`config.mk`:
```
export PLATFORM = sky130hd
export DESIGN_NAME = mintr_controller
export DESIGN_NICKNAME = d
export VERILOG_FILES = /design/src/rtl/mintr_controller_pkg.sv /design/src/rtl/intr_sync.sv /design/src/rtl/mintr_controller.sv
export SDC_FILE = /design/constraint.sdc
export NUM_CORES = 1
export LEC_CHECK = 0
export BUFFER_PORTS_ARGS = -buffer_cell sky130_fd_sc_hd__buf_4
export CAP_MARGIN = 20
export CORE_ASPECT_RATIO = 0.5
export CORE_MARGIN = 5
export CORE_UTILIZATION = 48
export DETAILED_ROUTE_END_ITERATION = 10
export GPL_TIMING_DRIVEN = 0
export HOLD_SLACK_MARGIN = 0.05
export PLACE_DENSITY = 0.87
export SYNTH_ARGS = -nofsm -noshare
export SYNTH_HDL_FRONTEND = slang
export SYNTH_SLANG_ARGS = --single-unit
```
`constraint.sdc`:
```
create_clock -name i_clk -period 1.8 [get_ports i_clk]
set_input_delay 0.18 -clock i_clk [delete_from_list [all_inputs] [get_ports i_clk]]
set_output_delay 0.18 -clock i_clk [all_outputs]
set_load 0.02 [all_outputs]
```
`src/rtl/mintr_controller_pkg.sv`:
```
// Shared constants and types for the machine-mode interrupt controller.
// CSR addresses, mip/mie bit positions, cause width and FSM state encoding.
package mintr_controller_pkg;

    localparam logic [11:0] CSR_MSTATUS = 12'h300;
    localparam logic [11:0] CSR_MIE     = 12'h304;
    localparam logic [11:0] CSR_MIP     = 12'h344;

    localparam int MSTATUS_MIE  = 3;
    localparam int MSTATUS_MPIE = 7;

    localparam int MSI_BIT   = 3;
    localparam int MTI_BIT   = 7;
    localparam int MEI_BIT   = 11;
    localparam int PLAT_BASE = 16;

    localparam int CAUSE_W = 5;

    typedef logic [CAUSE_W-1:0] cause_t;

    typedef enum logic [1:0] {
        ST_IDLE = 2'd0,
        ST_REQ  = 2'd1,
        ST_TRAP = 2'd2
    } intr_state_t;

    typedef struct packed {
        logic mei;
        logic msi;
        logic mti;
    } core_irq_t;

    localparam cause_t CAUSE_MSI = cause_t'(MSI_BIT);
    localparam cause_t CAUSE_MTI = cause_t'(MTI_BIT);
    localparam cause_t CAUSE_MEI = cause_t'(MEI_BIT);

endpackage

```
`src/rtl/intr_sync.sv`:
```
// Vector flop synchroniser with synchronous active-high reset.
// Every bit passes through STAGES flops; output is the last stage.
module intr_sync #(
    parameter int WIDTH  = 1,
    parameter int STAGES = 2
) (
    input  logic             i_clk,
    input  logic             i_rst,
    input  logic [WIDTH-1:0] i_d,
    output logic [WIDTH-1:0] o_q
);

    logic [WIDTH-1:0] stg [STAGES];

    always_ff @(posedge i_clk) begin
        if (i_rst) begin
            for (int i = 0; i < STAGES; i++) begin
                stg[i] <= '0;
            end
        end else begin
            stg[0] <= i_d;
            for (int i = 1; i < STAGES; i++) begin
                stg[i] <= stg[i-1];
            end
        end
    end

    assign o_q = stg[STAGES-1];

endmodule

```
`src/rtl/mintr_controller.sv`:
```
// Machine-mode interrupt controller: mstatus.MIE/MPIE, mie, mip and trap handshake.
// Define INTR_PLAT_EDGE_EN for sticky, edge-detected platform mip bits.
module mintr_controller
    import mintr_controller_pkg::*;
#(
    parameter int XLEN        = 32,
    parameter int NUM_PLAT    = 16,
    parameter int SYNC_STAGES = 2
) (
    input  logic                i_clk,
    input  logic                i_rst,
    input  logic                i_mtime_irq,
    input  logic                i_msw_irq,
    input  logic                i_mext_irq,
    input  logic [NUM_PLAT-1:0] i_plat_irq,
    input  logic                i_csr_we,
    input  logic [11:0]         i_csr_addr,
    input  logic [XLEN-1:0]     i_csr_wdata,
    output logic [XLEN-1:0]     o_csr_rdata,
    input  logic                i_intr_ack,
    input  logic                i_mret,
    output logic                o_intr_req,
    output logic [XLEN-1:0]     o_mcause,
    output logic                o_mintr_en
);

    localparam int SW = NUM_PLAT + 3;

    logic [SW-1:0]       sync_q;
    logic                s_mei;
    logic                s_msi;
    logic                s_mti;
    logic [NUM_PLAT-1:0] s_plat;

    intr_sync #(
        .WIDTH  (SW),
        .STAGES (SYNC_STAGES)
    ) u_sync (
        .i_clk (i_clk),
        .i_rst (i_rst),
        .i_d   ({i_mext_irq, i_msw_irq, i_mtime_irq, i_plat_irq}),
        .o_q   (sync_q)
    );

    assign {s_mei, s_msi, s_mti, s_plat} = sync_q;

    intr_state_t         state;
    logic                st_mie;
    logic                st_mpie;
    core_irq_t           mie_core;
    logic [NUM_PLAT-1:0] mie_plat;
    logic [NUM_PLAT-1:0] plat_pend;
    cause_t              cause_q;

    logic sel_mstatus;
    logic sel_mie;
    logic sel_mip;
    logic wr_mstatus;
    logic wr_mie;
    logic wr_mip;

    assign sel_mstatus = (i_csr_addr == CSR_MSTATUS);
    assign sel_mie     = (i_csr_addr == CSR_MIE);
    assign sel_mip     = (i_csr_addr == CSR_MIP);
    assign wr_mstatus  = i_csr_we && sel_mstatus;
    assign wr_mie      = i_csr_we && sel_mie;
    assign wr_mip      = i_csr_we && sel_mip;

`ifdef INTR_PLAT_EDGE_EN
    logic [NUM_PLAT-1:0] plat_prev;
    logic [NUM_PLAT-1:0] plat_rise;
    logic [NUM_PLAT-1:0] plat_clr;

    assign plat_rise = s_plat & ~plat_prev;
    assign plat_clr  = wr_mip ? ~i_csr_wdata[PLAT_BASE +: NUM_PLAT] : '0;

    // A rise in the same cycle as a software clear keeps the bit set
    always_ff @(posedge i_clk) begin
        if (i_rst) begin
            plat_prev <= '0;
            plat_pend <= '0;
        end else begin
            plat_prev <= s_plat;
            plat_pend <= (plat_pend & ~plat_clr) | plat_rise;
        end
    end
`else
    assign plat_pend = s_plat;
`endif

    logic unused_csr;
    assign unused_csr = ^{i_csr_wdata, wr_mip};

    logic [XLEN-1:0] mstatus_vec;
    logic [XLEN-1:0] mie_vec;
    logic [XLEN-1:0] mip_vec;

    always_comb begin
        mstatus_vec = '0;
        mstatus_vec[MSTATUS_MIE]  = st_mie;
        mstatus_vec[MSTATUS_MPIE] = st_mpie;

        mie_vec = '0;
        mie_vec[MSI_BIT] = mie_core.msi;
        mie_vec[MTI_BIT] = mie_core.mti;
        mie_vec[MEI_BIT] = mie_core.mei;
        mie_vec[PLAT_BASE +: NUM_PLAT] = mie_plat;

        mip_vec = '0;
        mip_vec[MSI_BIT] = s_msi;
        mip_vec[MTI_BIT] = s_mti;
        mip_vec[MEI_BIT] = s_mei;
        mip_vec[PLAT_BASE +: NUM_PLAT] = plat_pend;
    end

    always_comb begin
        o_csr_rdata = '0;
        unique case (1'b1)
            sel_mstatus: o_csr_rdata = mstatus_vec;
            sel_mie:     o_csr_rdata = mie_vec;
            sel_mip:     o_csr_rdata = mip_vec;
            default:     o_csr_rdata = '0;
        endcase
    end

    logic [XLEN-1:0] pend;
    logic [XLEN-1:0] cause_oh;
    logic            win_hit;
    logic            held;
    cause_t          win;

    assign pend     = mip_vec & mie_vec;
    assign cause_oh = XLEN'(1) << cause_q;
    assign held     = |(pend & cause_oh);
    assign win_hit  = |pend;

    // Later assignments override earlier ones, so lowest priority goes first
    always_comb begin
        win = '0;
        for (int k = NUM_PLAT - 1; k >= 0; k--) begin
            if (pend[PLAT_BASE + k]) begin
                win = cause_t'(PLAT_BASE + k);
            end
        end
        if (pend[MTI_BIT]) win = CAUSE_MTI;
        if (pend[MSI_BIT]) win = CAUSE_MSI;
        if (pend[MEI_BIT]) win = CAUSE_MEI;
    end

    always_ff @(posedge i_clk) begin
        if (i_rst) begin
            state      <= ST_IDLE;
            o_intr_req <= 1'b0;
            o_mcause   <= '0;
            cause_q    <= '0;
            st_mie     <= 1'b0;
            st_mpie    <= 1'b0;
            mie_core   <= '0;
            mie_plat   <= '0;
        end else begin
            if (wr_mie) begin
                mie_core.mei <= i_csr_wdata[MEI_BIT];
                mie_core.msi <= i_csr_wdata[MSI_BIT];
                mie_core.mti <= i_csr_wdata[MTI_BIT];
                mie_plat     <= i_csr_wdata[PLAT_BASE +: NUM_PLAT];
            end
            if (wr_mstatus) begin
                st_mie  <= i_csr_wdata[MSTATUS_MIE];
                st_mpie <= i_csr_wdata[MSTATUS_MPIE];
            end
            unique case (state)
                ST_IDLE: begin
                    if (st_mie && win_hit) begin
                        state      <= ST_REQ;
                        o_intr_req <= 1'b1;
                        cause_q    <= win;
                        o_mcause   <= {1'b1, {(XLEN-1-CAUSE_W){1'b0}}, win};
                    end
                end
                ST_REQ: begin
                    if (i_intr_ack) begin
                        state      <= ST_TRAP;
                        o_intr_req <= 1'b0;
                        st_mpie    <= st_mie;
                        st_mie     <= 1'b0;
                    end else if (!held) begin
                        state      <= ST_IDLE;
                        o_intr_req <= 1'b0;
                    end
                end
                ST_TRAP: begin
                    if (i_mret) begin
                        state <= ST_IDLE;
                    end
                end
                default: begin
                    state      <= ST_IDLE;
                    o_intr_req <= 1'b0;
                end
            endcase
            if (i_mret) begin
                st_mie  <= st_mpie;
                st_mpie <= 1'b1;
            end
        end
    end

    assign o_mintr_en = st_mie;

endmodule

```
# Word-level counts from Yosys, hierarchy flattened
# Memory sizes are Yosys's and may differ from the RTL's.
# Cells that the tools add are included.
dict set report word_totals {
  ff_bits 35
  latch_bits 0
  ram_bits 38
  romBits 0
  input_bits 68
  out_inout_bits 66
  wordCells 76
  n_memories 1
}
# name depth word_bits read_ports rd_clocked_by_memory_dff wr line
set mem_list {}
lappend mem_list {u_sync.stg 2 19 2 0 2 intr_sync.sv:13} ;# logic [WIDTH-1:0] stg [STAGES];
dict set report classes {
  n_addsub 0
  n_mul 0
  n_div 0
  magnitude_cmp 0
  eq_ne 8
  shifts 1
  n_mux 42
  bitwise_logic 5
  reduce_logical 9
}
# operator count
set op_table {}
lappend op_table {{32-bit one-hot mux with 3 select lines} 1}
lappend op_table {{5-bit 2-to-1 mux} 19}
lappend op_table {{32-bit bitwise AND} 2}
lappend op_table {{32-bit OR reduction} 2}
lappend op_table {{19-bit 2-to-1 mux} 2}
lappend op_table {{12-bit by 10-bit == test with 1-bit output, second input constant} 3}
lappend op_table {{1-bit by 5-bit << shifter with 32-bit output, first input constant} 1}
lappend op_table {{1-bit 2-to-1 mux} 14}
lappend op_table {{2-bit 2-to-1 mux} 4}
lappend op_table {{2-bit one-hot mux with 3 select lines} 1}
lappend op_table {{3-bit AND reduction} 2}
lappend op_table {{2-bit inequality test, second input constant} 2}
lappend op_table {{1-bit logical AND} 3}
lappend op_table {{3-bit inequality test, second input constant} 1}
lappend op_table {{1-bit one-hot mux with 3 select lines} 1}
lappend op_table {{2-bit by 1-bit == test with 1-bit output, second input constant} 1}
lappend op_table {{2-bit == test, second input constant} 1}
lappend op_table {{2-bit logical NOT} 1}
lappend op_table {{1-bit bitwise OR} 2}
lappend op_table {{2-bit AND reduction} 1}
lappend op_table {{1-bit NOT} 1}

# Logic depth before layout (Yosys ltp)
# An unclocked memory read counts as a cell.
dict set report depth {
  ltp_word 21
  ltp_mapped 8
  mapped_depth_nobuf 6
}

# Modules after synthesis
# Synthesis repeated with hierarchy kept, for this count alone.
dict set report hier_totals {
  cells_unflattened 384
  area_unflattened_um2 3469.6
}
# module n_inst cells_per_inst area_per_inst_um2 seq_area_each_um2
set modules_own_cells {}
lappend modules_own_cells {mintr_controller 1 285 2114.5 600.6}
lappend modules_own_cells {intr_sync 1 99 1355.0 760.7}

# Least setup slack after synthesis
# Ideal clock, no wire load.
dict set report synth_path {
  path_type {flip-flop to flip-flop}
  startpoint {reg cause_q[3]}
  endpoint {reg o_intr_req}
  setup_ns 0.139
  arrival_ns 1.548
  required_time_ns 1.661
  slack_ns 0.113
  stages_incl_launch_ff 8
  n_path_buf 1
  synth_period_minus_slack_ns 1.687
  path_cell_list {dfxtp_1 buf_2 nor2b_1 o311ai_0 a221oi_1 a21oi_1 o221ai_1 o221ai_1}
}
dict set report synth_via {
  elab_chain_len 5
}
# item line
set synth_rtl {}
lappend synth_rtl {{start: declaration} mintr_controller.sv:53} ;# cause_t cause_q;
lappend synth_rtl {{start signal: assignment} mintr_controller.sv:176} ;# cause_q <= win;
lappend synth_rtl {{1-bit by 5-bit << shifter with 32-bit output} mintr_controller.sv:133} ;# assign cause_oh = XLEN'(1) << cause_q;
lappend synth_rtl {{32-bit bitwise AND} mintr_controller.sv:134} ;# assign held = |(pend & cause_oh);
lappend synth_rtl {{32-bit OR reduction} mintr_controller.sv:134}
lappend synth_rtl {{3-bit inequality test (no line)} -}
lappend synth_rtl {{3-bit AND reduction (no line)} -}
lappend synth_rtl {{end signal: assignment} mintr_controller.sv:153} ;# o_intr_req <= 1'b0;
lappend synth_rtl {{end signal: assignment} mintr_controller.sv:175} ;# o_intr_req <= 1'b1;
lappend synth_rtl {{end signal: assignment} mintr_controller.sv:183} ;# o_intr_req <= 1'b0;
lappend synth_rtl {{end: declaration} mintr_controller.sv:22} ;# output logic o_intr_req,
# Every way passes these cells.
# A chain may end at the register's enable or synchronous reset.

# Final worst setup path
# Same ends and word-level chain as after synthesis.

==> results.md <==
- DR WL met3: 1060 um
- Mean Syn Cell Area: 8.68 um2
- Reg2reg start: cause_q[3]
- CTS Buf Count: 9
- Tightest Pin Transition: 623 ps
- Reg clk slew, reported paths: 60 ps
- Max VDD drop: slightly below 0.5 mV
- Async SR Flop Fraction: 0
- Met1 Wirelength: 3570 um
- Top_reg_cell synth: dfxtp_1
- Start point of the worst min-delay path: i_plat_irq[3]
- Post-DP HPWL: 6400 um
- Grt ovf: 0
- P&R area growth vs syn: 41.5%
- # port buffers: 81
- Synth Warn #: 0
- Crit Path Max Fanout: 10
- Power density over the cells: roughly 830 mW/mm2
- Violated checks: negative setup slack
- Post-route minimum period: 1840 ps
- Worst Hold Class: in -> reg
- Final setup fails: 1
- Die extent in x: 126 um
- Initial Util: 0.487
- Final Net Count: 575
- Critical path data required time: approximately 2000 ps
- Status: finished, violations left
- Routed WL: 9030 um
- Leak: 1.98 nW
- Netlist cell types: 51
- Ant diodes: 0
- #FFs+latches synth: 68
- Hold Fails Final Rpt: 0
- Clk buf depth: 2
- RSZ-0062 raised after global routing: yes
- CTS Sinks: 68
- Fin. max-slew vios: 0
- Synth area leaders: dfxtp_1 (42%), buf_4 (9.6%), nor2b_1 (7.8%), nand2_1 (5.1%), a22o_1 (4.9%)
- Rows: 21
- Via count: around 3200
- Post-Route Utilization: 0.689
- TritonCTS clock tree: built
- Vertical die dimension: 67.9 um
- Vias in the first global route: between 2000 and 3000
- Max_cap viols: 0
- Critical Path Source Type: register
- Area of the die: 0.00853 mm2
- Delay-heaviest family, CP: compound AO/OA/AOI/OAI gates
- Post-route ant nets: 0
- Yosys top cell area share: 0.424
- Wire length on met2: 4160 um
- Post-route setup slack: -45.0 ps
- Crit path largest cell delay: between 300 and 400 ps
- Mapped Area: around 0.0032 mm2
- Total Routing Usage GR: 0.205
- Fraction of layout cells with a size suffix above 1: 0.338
- Dpl cell area: 0.00408 mm2
- DRC errors left: 0
- Clock Latency Late Sink: ~330 ps
- Max_slew headroom: 0.585
- Antenna violations before repair: 0
- Top Layer Used: met4
- CP Buf/Inv Count: 1
- Crit-path slowest cell: a221oi_1
- CP Capture Type: register
- Wire per inst: about 15 um
- Final clock skew: 4.71 ps
- Clk root buf: clkbuf_16
- CP Data Arrival Time: ~2000 ps
- Post-synth EDFFs: 0
- Seq/Total Area, Yosys: 0.424
- Pwr Total: 3.79 mW
- I/O Pins: approximately 130
- Gate count of the mapped netlist: 370
- Worst Path Class, Setup: reg -> reg
- Largest net degree at the start of global routing: 14
- Critical path origin: cause_q[3]
- GPL Wtd Cong: roughly 0.9
- H-tree levels: 3
- Fmax: 0.542 GHz
- CP Cell Sequence: clkbuf_4 > nor2b_1 > o311ai_0 > a221oi_1 > a21oi_1 > o221ai_2 > o221ai_1
- Cell taking the most area after synthesis: dfxtp_1
- Post-DR vias/cell: 5.26
- DRT Pass-1 Iters: 5
- Core area: approximately 0.0066 mm2
- Design Area, Final: 0.00455 mm2
- First-pass GRT wire length: 13600 um
- Initial DRC count: 301
- Period utilisation layout: 1.02
[Yosys cell counts, types with 2 or more instances]
cell type,instances
dfxtp_1,68
nand2_1,44
buf_4,41
nor2b_1,40
a21oi_1,26
nand3_1,26
a22o_1,18
nor2_1,18
o21ai_0,9
buf_2,8
clkbuf_1,8
a22oi_1,6
nand4_1,4
a211oi_1,3
inv_1,3
mux2_2,3
mux2i_1,3
o311ai_0,3
a21oi_2,2
a221oi_1,2
a222oi_1,2
and2_1,2
o221ai_1,2
or2_2,2
[sequential cells by signal, indices dropped and copies added, names as in the netlist]
signal,count
mie_plat,16
st_mpie,1
o_intr_req,1
o_mintr_en,1
o_mcause,2
state,2
cause_q,4
mie_core,3
u_sync.stg,38
[cells by family (layout without fill, tap and decap cells)]
group	after synthesis	in the layout	synth area share
other cells	1	39	0.00117
compound gates	85	85	0.189
simple gates	149	149	0.244
mux	6	6	0.0199
buf+inv	61	165	0.122
flops	68	68	0.424
[placed cells by master, fill, tap and decap left out, types with 3 or more instances in the layout]
cell type / instances
a211oi_1: 3
a21oi_1: 26
a22o_1: 18
a22oi_1: 5
buf_2: 4
buf_4: 122
buf_6: 7
clkbuf_1: 8
clkbuf_16: 9
conb_1: 39
dfxtp_1: 68
inv_1: 3
mux2_2: 3
mux2i_1: 3
nand2_1: 44
nand3_1: 26
nand4_1: 4
nor2_1: 18
nor2b_1: 40
o21ai_0: 9
[final timing paths]
| kind | slack (ps) | cells after the start | end |
|---|---|---|---|
| setup / recovery | -40 | 7 | o_intr_req |
| hold / removal | 60 | 2 | u_sync.stg[0][3] |
| setup reg to reg | -40 | 7 | o_intr_req |
| hold reg to reg | 430 | 1 | u_sync.stg[0][33] |
[worst reg2reg max path: cells and delay by family (launching register included)]
| kind | cells | cell delay (ps) |
|---|---|---|
| AOI/OAI and AO/OA | 5 | 980 |
| buffers and inverters | 1 | 210 |
| DFF | 1 | 320 |
| and+or+nand+nor | 1 | 200 |
[power breakdown]
group          internal [mW]  switching [mW]
Clock                   1.22           0.660
Combinational          0.168           0.163
Sequential              1.55          0.0279
Total                   2.94           0.851
[through the flow]
step,TNS [ps],setup WS (ps),hold WS [ps],cells
CTS,0,7.94,50.1,599
floorplan,0,113,308,408
global route,-114,-59.0,51.3,604
global placement,-191,-40.9,391,581
detailed placement,-249,-32.6,397,581
finish,-45.0,-45.0,57.7,604
[timing repair]
| item | CTS | global route |
|---|---|---|
| hold endpoints to repair | 1 | 0 |
| setup buffers | 1 | 4 |
| gates resized for setup | 3 | 19 |
| endpoints found under the setup margin | 12 | 18 |
| hold buffers | 1 | 0 |
| pin swaps | 2 | 6 |
| gates cloned | 0 | 1 |
[metal layers]
metal / vias to the layer above / global-route usage
li1: 1494 / -
met1: 1438 / 0.257
met2: 211 / 0.322
met3: 36 / 0.0678
met4: 0 / 0.103
met5: - / 0
[area by class of cell]
cell class | instances | area [um2]
fill | 524 | 2050
clock inverter | 7 | 98.8
tap | 92 | 115
sequential | 68 | 1360
clock buffer | 9 | 225
multi-input combinational | 279 | 1650
buffer | 58 | 407
timing repair buffer | 88 | 682
inverter | 3 | 11.3
Power figures use the tool's default switching activity.
